## config.mk

```make
export PLATFORM = sky130hd
export DESIGN_NAME = uart_tx_framer
export DESIGN_NICKNAME = d
export VERILOG_FILES = /design/src/rtl/uart_tx_framer.sv
export SDC_FILE = /design/constraint.sdc
export NUM_CORES = 1
export LEC_CHECK = 0
export ABC_AREA = 1
export CAP_MARGIN = 20
export CELL_PAD_IN_SITES_DETAIL_PLACEMENT = 0
export CELL_PAD_IN_SITES_GLOBAL_PLACEMENT = 1
export CORE_ASPECT_RATIO = 1.1
export CORE_MARGIN = 4
export CORE_UTILIZATION = 41
export CTS_CLUSTER_SIZE = 16
export DETAILED_ROUTE_END_ITERATION = 8
export PLACE_DENSITY_LB_ADDON = 0.15
export SLEW_MARGIN = 20
export SYNTH_ARGS = -nofsm -noshare
export SYNTH_HDL_FRONTEND = slang
export SYNTH_SLANG_ARGS = --single-unit
export TNS_END_PERCENT = 100
```

## constraint.sdc

```tcl
create_clock -name clk -period 1.9 [get_ports clk]
set_input_delay 0.38 -clock clk [delete_from_list [all_inputs] [get_ports clk]]
set_output_delay 0.38 -clock clk [all_outputs]
set_load 0.05 [all_outputs]
```

## src/rtl/uart_tx_framer.sv

```systemverilog
// uart_tx_framer: serialises one NBITS-wide word per valid/ready handshake onto Tx.
// Frame: start bit (0), NBITS data bits LSB first, optional parity, STOP_BITS stop bits (1).
// Bit timing comes from the 16x-baud tick pulse; each bit lasts TICKS_PER_BIT ticks.
// Optional feature macro: UART_TX_PARITY_EN adds a parity bit and the parity_odd input.
module uart_tx_framer #(
    parameter int unsigned NBITS         = 8,
    parameter int unsigned TICKS_PER_BIT = 16,
    parameter int unsigned STOP_BITS     = 1
) (
    input  logic             clk,
    input  logic             reset,
    input  logic             tick,
    input  logic [NBITS-1:0] data_in,
    input  logic             tx_valid,
`ifdef UART_TX_PARITY_EN
    input  logic             parity_odd,
`endif
    output logic             tx_ready,
    output logic             Tx,
    output logic             busy,
    output logic             tx_done
);

`ifdef UART_TX_PARITY_EN
    typedef enum logic [2:0] {StIdle, StStart, StData, StParity, StStop} state_e;
`else
    typedef enum logic [2:0] {StIdle, StStart, StData, StStop} state_e;
`endif

    localparam logic [3:0] TickLast = 4'(TICKS_PER_BIT - 1);
    localparam logic [3:0] DataLast = 4'(NBITS - 1);
    localparam logic [3:0] StopLast = 4'(STOP_BITS - 1);

    state_e           state_q, state_d;
    logic [NBITS-1:0] shift_q, shift_d;
    logic [3:0]       tick_cnt_q, tick_cnt_d;
    logic [3:0]       bit_cnt_q, bit_cnt_d;
    logic             tx_q, tx_d;
    logic             busy_q, busy_d;
    logic             ready_q, ready_d;
    logic             done_q, done_d;
`ifdef UART_TX_PARITY_EN
    logic             parity_q, parity_d;
`endif

    logic             period_end;
    logic [NBITS-1:0] shift_next;

    // The tick seen on the accept edge is ignored because the FSM is still idle there.
    assign period_end = (state_q != StIdle) && tick && (tick_cnt_q == TickLast);
    assign shift_next = shift_q >> 1;

    // Next-state, counters and line value; Tx only moves on period ends or at accept.
    always_comb begin
        state_d    = state_q;
        shift_d    = shift_q;
        tick_cnt_d = tick_cnt_q;
        bit_cnt_d  = bit_cnt_q;
        tx_d       = tx_q;
        busy_d     = busy_q;
        ready_d    = ready_q;
        done_d     = 1'b0;
`ifdef UART_TX_PARITY_EN
        parity_d   = parity_q;
`endif

        if (state_q != StIdle && tick) begin
            tick_cnt_d = period_end ? 4'd0 : tick_cnt_q + 4'd1;
        end

        unique case (state_q)
            StIdle: begin
                tx_d = 1'b1;
                if (tx_valid && ready_q) begin
                    shift_d    = data_in;
                    state_d    = StStart;
                    tx_d       = 1'b0;
                    busy_d     = 1'b1;
                    ready_d    = 1'b0;
                    tick_cnt_d = 4'd0;
                    bit_cnt_d  = 4'd0;
`ifdef UART_TX_PARITY_EN
                    parity_d   = (^data_in) ^ parity_odd;
`endif
                end
            end
            StStart: begin
                if (period_end) begin
                    state_d   = StData;
                    tx_d      = shift_q[0];
                    bit_cnt_d = 4'd0;
                end
            end
            StData: begin
                if (period_end) begin
                    shift_d   = shift_next;
                    bit_cnt_d = bit_cnt_q + 4'd1;
                    if (bit_cnt_q == DataLast) begin
                        bit_cnt_d = 4'd0;
`ifdef UART_TX_PARITY_EN
                        state_d   = StParity;
                        tx_d      = parity_q;
`else
                        state_d   = StStop;
                        tx_d      = 1'b1;
`endif
                    end else begin
                        tx_d = shift_next[0];
                    end
                end
            end
`ifdef UART_TX_PARITY_EN
            StParity: begin
                if (period_end) begin
                    state_d   = StStop;
                    tx_d      = 1'b1;
                    bit_cnt_d = 4'd0;
                end
            end
`endif
            StStop: begin
                tx_d = 1'b1;
                if (period_end) begin
                    if (bit_cnt_q == StopLast) begin
                        state_d   = StIdle;
                        busy_d    = 1'b0;
                        ready_d   = 1'b1;
                        done_d    = 1'b1;
                        bit_cnt_d = 4'd0;
                    end else begin
                        bit_cnt_d = bit_cnt_q + 4'd1;
                    end
                end
            end
            default: begin
                state_d = StIdle;
                tx_d    = 1'b1;
                busy_d  = 1'b0;
                ready_d = 1'b1;
            end
        endcase
    end

    // State and output registers; reset aborts any frame and returns the line high at once.
    always_ff @(posedge clk or posedge reset) begin
        if (reset) begin
            state_q    <= StIdle;
            shift_q    <= '0;
            tick_cnt_q <= 4'd0;
            bit_cnt_q  <= 4'd0;
            tx_q       <= 1'b1;
            busy_q     <= 1'b0;
            ready_q    <= 1'b1;
            done_q     <= 1'b0;
`ifdef UART_TX_PARITY_EN
            parity_q   <= 1'b0;
`endif
        end else begin
            state_q    <= state_d;
            shift_q    <= shift_d;
            tick_cnt_q <= tick_cnt_d;
            bit_cnt_q  <= bit_cnt_d;
            tx_q       <= tx_d;
            busy_q     <= busy_d;
            ready_q    <= ready_d;
            done_q     <= done_d;
`ifdef UART_TX_PARITY_EN
            parity_q   <= parity_d;
`endif
        end
    end

    assign Tx       = tx_q;
    assign busy     = busy_q;
    assign tx_ready = ready_q;
    assign tx_done  = done_q;

endmodule

```

==> results of run 1 <==
==> metrics by stage <==
step / total power, W / cell area [um2] / hold WS (ns) / worst slack (ns) / util
CTS: 0.000748 / 1650 / 0.355 / 0.0255 / 0.494
global route: 0.000776 / 1650 / 0.362 / 0.0129 / 0.495
floorplan: 0.000491 / 1410 / 0.368 / 0.407 / -
detailed placement: 0.000520 / 1620 / 0.459 / 0.163 / 0.486
finish: 0.000731 / 1650 / 0.343 / 0.0893 / 0.495
global placement: 0.000520 / 1620 / 0.455 / 0.165 / 0.486
==> cells by family after synthesis <==
family | count (synthesis) | share of synthesized area
compound gates | 12 | 0.0585
xor+xnor | 2 | 0.0124
fa+ha+maj | 8 | 0.0709
buf+inv | 20 | 0.0629
flops | 22 | 0.391
simple gates | 119 | 0.404
==> power by group <==
| group | internal [W] | switching, W |
|---|---|---|
| logic | 0.0000242 | 0.0000177 |
| registers | 0.000468 | 0 |
| clock network | 0.0000818 | 0.000139 |
==> layout by cell type (no fill, tap or decap), drive strengths merged <==
| cell | instances |
|---|---|
| nor2 | 13 |
| inv | 17 |
| nand3 | 20 |
| dlymetal6s2s | 1 |
| buf | 5 |
| o21a | 1 |
| nor3 | 2 |
| clkbuf | 4 |
| nor3b | 1 |
| ha | 8 |
| o22ai | 2 |
| a21oi | 5 |
| nand2 | 80 |
| o21ai | 3 |
| xor2 | 1 |
| dfstp | 2 |
| xnor2 | 1 |
| clkdlybuf4s50 | 12 |
| nand4 | 3 |
| o21bai | 1 |
| dfrtp | 20 |
==> sequential cells by signal (all words and copies together) (netlist names) <==
name,count
Tx,1
bit_cnt_q,4
busy,1
shift_q,8
state_q,2
tick_cnt_q,4
tx_done,1
tx_ready,1
==> area by class of cell <==
class                   instances  area, um2  area share
multi-input cells             141        771       0.467
flip-flops and latches         22        553       0.335
repair buffers                 18        170       0.103
inverters                      17       68.8      0.0417
well taps                      48       60.1      0.0364
clock buffers                   4       26.3      0.0159
==> per-layer routing <==
| metal | part of all wire | GRT usage | wire length, um | vias to the layer above |
|---|---|---|---|---|
| met1 | 0.47 | 0.171 | 1330 | 537 |
| met3 | 0.028 | 0.0276 | 79 | 5 |
| met4 | 0.012 | 0.0432 | 33 | 0 |
| met2 | 0.49 | 0.242 | 1390 | 16 |
| li1 | - | - | - | 621 |
| met5 | 0 | 0 | 0 | - |
==> repair_timing <==
item / 4_1_cts / 5_1_grt
setup endpoints to repair: 0 / 1
gates resized for setup: 0 / 1
setup buffers: 0 / 0
==> worst max-delay path by stage <==
| stage | slack [ns] | cells past startpoint | to | from |
|---|---|---|---|---|
| 2_1_floorplan | 0.41 | 7 | shift_q[7] | tx_ready |
| 3_3_place_gp | 0.16 | 7 | shift_q[7] | tx_valid |
| 3_5_place_dp | 0.16 | 7 | shift_q[7] | tx_valid |
| 4_1_cts | 0.03 | 1 | busy | busy |
| 5_1_grt | 0.01 | 1 | tx_done | tx_done |
| 6_report | 0.09 | 1 | tx_done | tx_done |
==> results.md, run 1 <==
- Die Ht: a little under 70 um
- Core ar.: ~3300 um2
- DRT iter0 DRCs: 42
- Dominant synthesized flop cell: dfrtp_1
- RePlAce Congestion: ~0.74
- Vias: 1179
- Worst slew margin: 0.663
- Seq/Total Area, Yosys: 0.391
- Lkg Pwr: 0.871 nW
- PortBufs: 15
- Post-synthesis instance area: 1410 um2
- Vias in the first global route: roughly 1200
- First-pass GRT wire length: between 5000 and 6000 um
- Routed length per placed instance: about 11 um
- Clk root buf: clkbuf_4
- Total congestion overflow: 0
- RSZ-0062 raised after global routing: no
- FP Rows: 22
- Final hold violations: 0
- Slew Viols, Final: 0
- R2R Setup Slk: between 0.2 and 0.25 ns
- Reg2reg start: state_q[0]
- Hold Buf Count CTS: 0
- Ant diodes: 0
- Worst Skew: roughly 0.0093 ns
- Synth warn: 0
- Post-synth EDFFs: 0
- Clock sinks: 22
- Buf/Inv on CP: 1
- Syn nets: a little over 200
- Nets: approximately 220
- Critical Path Sink Type: output pin
- Initial antenna violation count: 0
- CP max FO: 1
- Clk_lat worst skew: between 0.3 and 0.4 ns
- Crit-path leading delay family: buffers and inverters
- Largest net degree at the start of global routing: 13
- Worst-Margin Slew: a little over 0.5 ns
- Largest area contributor in the netlist: dfrtp_1
- Worst EP required: 1.52 ns
- Cell with the largest stage delay on the worst path: clkdlybuf4s50_1
- Final setup viols: 0
- PD cells: between 400 and 500 nW/um2
- Max-Cap Viols: 0
- Status: completed
- Maximum clock rate: ~550 MHz
- Slowest stage delay, CP: around 0.79 ns
- Starting Density: 0.424
- Most common cell in the netlist: nand2_1
- Peak VDD IR: between 0.2 and 0.25 mV
- Critical-path cell list: clkdlybuf4s50_1
- Tcrit/Tclk final: 0.953
- Synth top area share: 0.354
- Die width: 64.0 um
- Dpl hpwl: 2260 um
- Critical path arrival: roughly 1.4 ns
- First-pass iteration count of the detailed router: 4
- CTS tree: done
- CP startpoint kind: flop
- Hold Path Class: in -> async
- Clk buf depth: 2
- Avg Vias per Cell: between 4 and 5
- Synth Area per Inst: slightly below 8 um2
- FF+latch count, synth: 22
- Die area: 4450 um2
- Filler cell count: roughly 340
- Worst-path clk slew: roughly 0.12 ns
- CP Class: reg -> out
- Capture point of the worst reg-to-reg path: bit_cnt_q[2]
- H-tree depth: 1
- Syn Inst Count: around 180
- Minimum clock period: between 1.5 and 2 ns
- Post-synth cell types: 29
- Io pins: 16
- R2R depth: 10
- Share of cells above drive strength 1: 0.144
- Synth top cells by count: nand2_1 (70), dfrtp_1 (20), nand3_1 (19)
- Total GRT Usage: 0.140
- Area grow syn2layout: 16.7%
- # DRC: 0
- Final WL: about 2800 um
- Placed cells: roughly 250
- Synth area leaders: dfrtp_1 (35%), nand2_1 (19%), ha_1 (7.1%)
- Asr flop ratio synth: 1.00
- Setup TNS: 0 ns
- ANT nets after route: 0
- CTS Buf Count: 3
- Layout Cells excl Fill: 250
Note: power is estimated with default switching activity, not from simulation.
==> run 2, diff against run 1 <==
Settings changed: CORE_UTILIZATION 41 to 46, CTS_CLUSTER_SIZE 16 to 30, DONT_BUFFER_PORTS set to 1.
==> run 2 against run 1 <==
Against the previous run: final area down 7.9%; clock power rose by 65%; register-to-register slack about the same; final cell count shrank 12%; setup slack better by 0.13 ns; global-route usage up 2.4 points; largest cell class unchanged; count of clock-buffer cells in the layout fell by 1; clock skew about the same; critical endpoint is now bit_cnt_q[3]; highest routed layer unchanged; critical path depth up 9; combinational power decreased by 52%.
==> results.md, run 2 (synthesized netlist as in run 1, its figures left out) <==
- Status: completed
- Minimum clock period: 1.68 ns (-0.126 ns)
- Dpl hpwl: 2200 um (-2.8%)
- # DRC: 0 (unchanged)
- Min Hold Slack: 0.197 ns (-0.146 ns)
- Initial antenna violation count: 0 (unchanged)
- Final WL: 2790 um (-1.8%)
- Area grow syn2layout: 7.53%
- Die Ht: 66.1 um (-4.9%)
- Critical-path cell list: inv_1, ha_1, inv_2, nand2_4, nor2_8, inv_6, o21ai_4, nand2_4, nand2_1, nand2_1
- Worst EP required: 2.11 ns (+0.59 ns)
- Starting Density: 0.495 (+0.0711)
- Io pins: 16 (unchanged)
- Die area: 4020 um2 (-9.6%)
- Clock power frac: 0.428 (+0.126)
- Most frequent cells in the layout: nand2_1 (70), dfrtp_1 (20), nand3_1 (19)
- Clk_lat worst skew: 0.32 ns (about the same)
- Critical Path Sink Type: flop
- Maximum clock rate: 594 MHz (+7.5%)
- Die width: 60.8 um (-4.9%)
- Largest net degree at the start of global routing: 23 (+10)
- Post-CTS setup buffer count: 0 (unchanged)
- Worst Skew: 0.00968 ns (+0.000335 ns)
- Vias: 1164 (-1.3%)
- CP Class: reg -> reg
- CP max FO: 6 (+5)
- Largest register FFs: 8 (unchanged)
- Vias in the first global route: 1184 (+0.68%)
- Final setup viols: 0 (unchanged)
- NetSw: 0.000166 W (+5.8%)
- Sequential share of power: 0.548 (-0.092)
- ANT nets after route: 0 (unchanged)
- Combinational power share: 0.024 (-0.033)
- Most common cell after layout, fill and taps aside: nand2_1
- Worst-Margin Slew: 0.484 ns (-0.0207 ns)
- CTS tree: done
- Cell with the largest stage delay on the worst path: dfrtp_1
- Hold Path Class: in -> reg
- Critical path arrival: 1.90 ns (+0.47 ns)
- Clk buf depth: 2 (unchanged)
- Setup WS pre-CTS: 0.223 ns (+0.0599 ns)
- PortBufs: 0 (-15)
- P_int: 0.000688 W (+20%)
- Avg Vias per Cell: 5.27 (+12%)
- Max-Cap Viols: 0 (unchanged)
- Slew Viols, Final: 0 (unchanged)
- DP Area: 1460 um2 (-10%)
- Final WS setup: 0.216 ns (+0.126 ns)
- Power Total: 0.000854 W (+17%)
- Nets: 209 (-6.3%)
- Peak VDD IR: 0.424 mV (+80%)
- Lkg Pwr: 0.810 nW (-7.0%)
- Largest regs: shift_q: 8 flops, bit_cnt_q: 4 flops, tick_cnt_q: 4 flops
- Routed length per placed instance: 12.6 um (+11%)
- RSZ-0062 raised after global routing: no
- Switching share of power: 0.194 (-0.0202)
- Fin area: 1520 um2 (-7.9%)
- PD cells: 562 nW/um2 (+27%)
- CP startpoint kind: flop
- Share of cells above drive strength 1: 0.149 (+0.00537)
- Post-CTS Resized: 0 (unchanged)
- Core ar.: 2850 um2 (-14%)
- Hold Buf Count CTS: 1 (+1)
- Final hold violations: 0 (unchanged)
- Total GRT Usage: 0.164 (+0.0241)
- Worst-path clk slew: 0.13 ns (about the same)
- First-pass GRT wire length: 5060 um (+0.96%)
- Slowest stage delay, CP: 0.42 ns (-0.37 ns)
- Worst slew margin: 0.678 (+0.0144)
- Largest reg by FF count: shift_q
- Total congestion overflow: 0 (unchanged)
- RePlAce Congestion: 0.777 (+4.7%)
- Setup TNS: 0 ns (unchanged)
- First-pass iteration count of the detailed router: 4 (unchanged)
- CTS Buf Count: 3 (unchanged)
- DRT iter0 DRCs: 42 (unchanged)
- Clk root buf: clkbuf_4
- Buf/Inv on CP: 3 (+2)
- Crit-path leading delay family: simple AND/OR/NAND/NOR gates
- Tcrit/Tclk final: 0.886 (-0.0665)
- H-tree depth: 1 (unchanged)
- Ant diodes: 0 (unchanged)
- Clock sinks: 22 (unchanged)
- FP Rows: 20 (-9.1%)
## run 2: cell types whose count changed in the layout (fill, tap and decap cells not counted), sizes merged
cell           before  now
buf                 5    3
clkbuf              4    3
clkdlybuf4s50      12    0
bufinv              0    1
dlymetal6s2s        1    0
dlygate4sd3         0    1
## run 2: worst paths after layout
check / from / endpoint / slack [ns] / cells after the start
worst min register to register: shift_q[5] / shift_q[5] / 0.49 / 2
worst max register to register: state_q[0] / bit_cnt_q[3] / 0.22 / 10
worst min-delay path: data_in[7] / shift_q[7] / 0.20 / 2
min in group asynchronous: reset / tick_cnt_q[3] / 0.54 / 3
max in group asynchronous: reset / tx_ready / 1.08 / 3
worst max-delay path: state_q[0] / bit_cnt_q[3] / 0.22 / 10
## run 2: layout make-up
class / count / area [um2]
Clock buffer: 3 / 22.5
Timing Repair Buffer: 4 / 32.5
Clock inverter: 1 / 30.0
Tap cell: 33 / 41.3
Sequential cell: 22 / 553
Inverter: 17 / 68.8
Multi-Input combinational cell: 141 / 771
Fill cell: 286 / 1330
## run 2: through the flow
stage          cells   util
6_report         221  0.532
3_3_place_gp     216  0.511
5_1_grt          221  0.532
2_1_floorplan    183      -
4_1_cts          221  0.532
3_5_place_dp     216  0.511
## run 2: metal layers
metal / track usage / up-vias / wire, um
li1: - / 593 / -
met1: 0.215 / 548 / 1270
met2: 0.270 / 19 / 1390
met3: 0.0215 / 4 / 101
met4: 0.0596 / 0 / 31
met5: 0 / - / 0
## run 2: power by group through the flow
stage / Clock [W] / Combinational [W] / Sequential (W)
after floorplan: 0 / 0.0000140 / 0.000477
after global routing: 0.000397 / 0.0000245 / 0.000469
after detailed placement: 0 / 0.0000197 / 0.000477
after CTS: 0.000378 / 0.0000214 / 0.000469
final: 0.000365 / 0.0000203 / 0.000468
after global placement: 0 / 0.0000199 / 0.000477
==> run 3, diff against run 2 <==
Settings changed: SKIP_LAST_GASP set to 1.
==> results of run 3 <==
Final layout, timing and power as in run 2 (identical DEF).
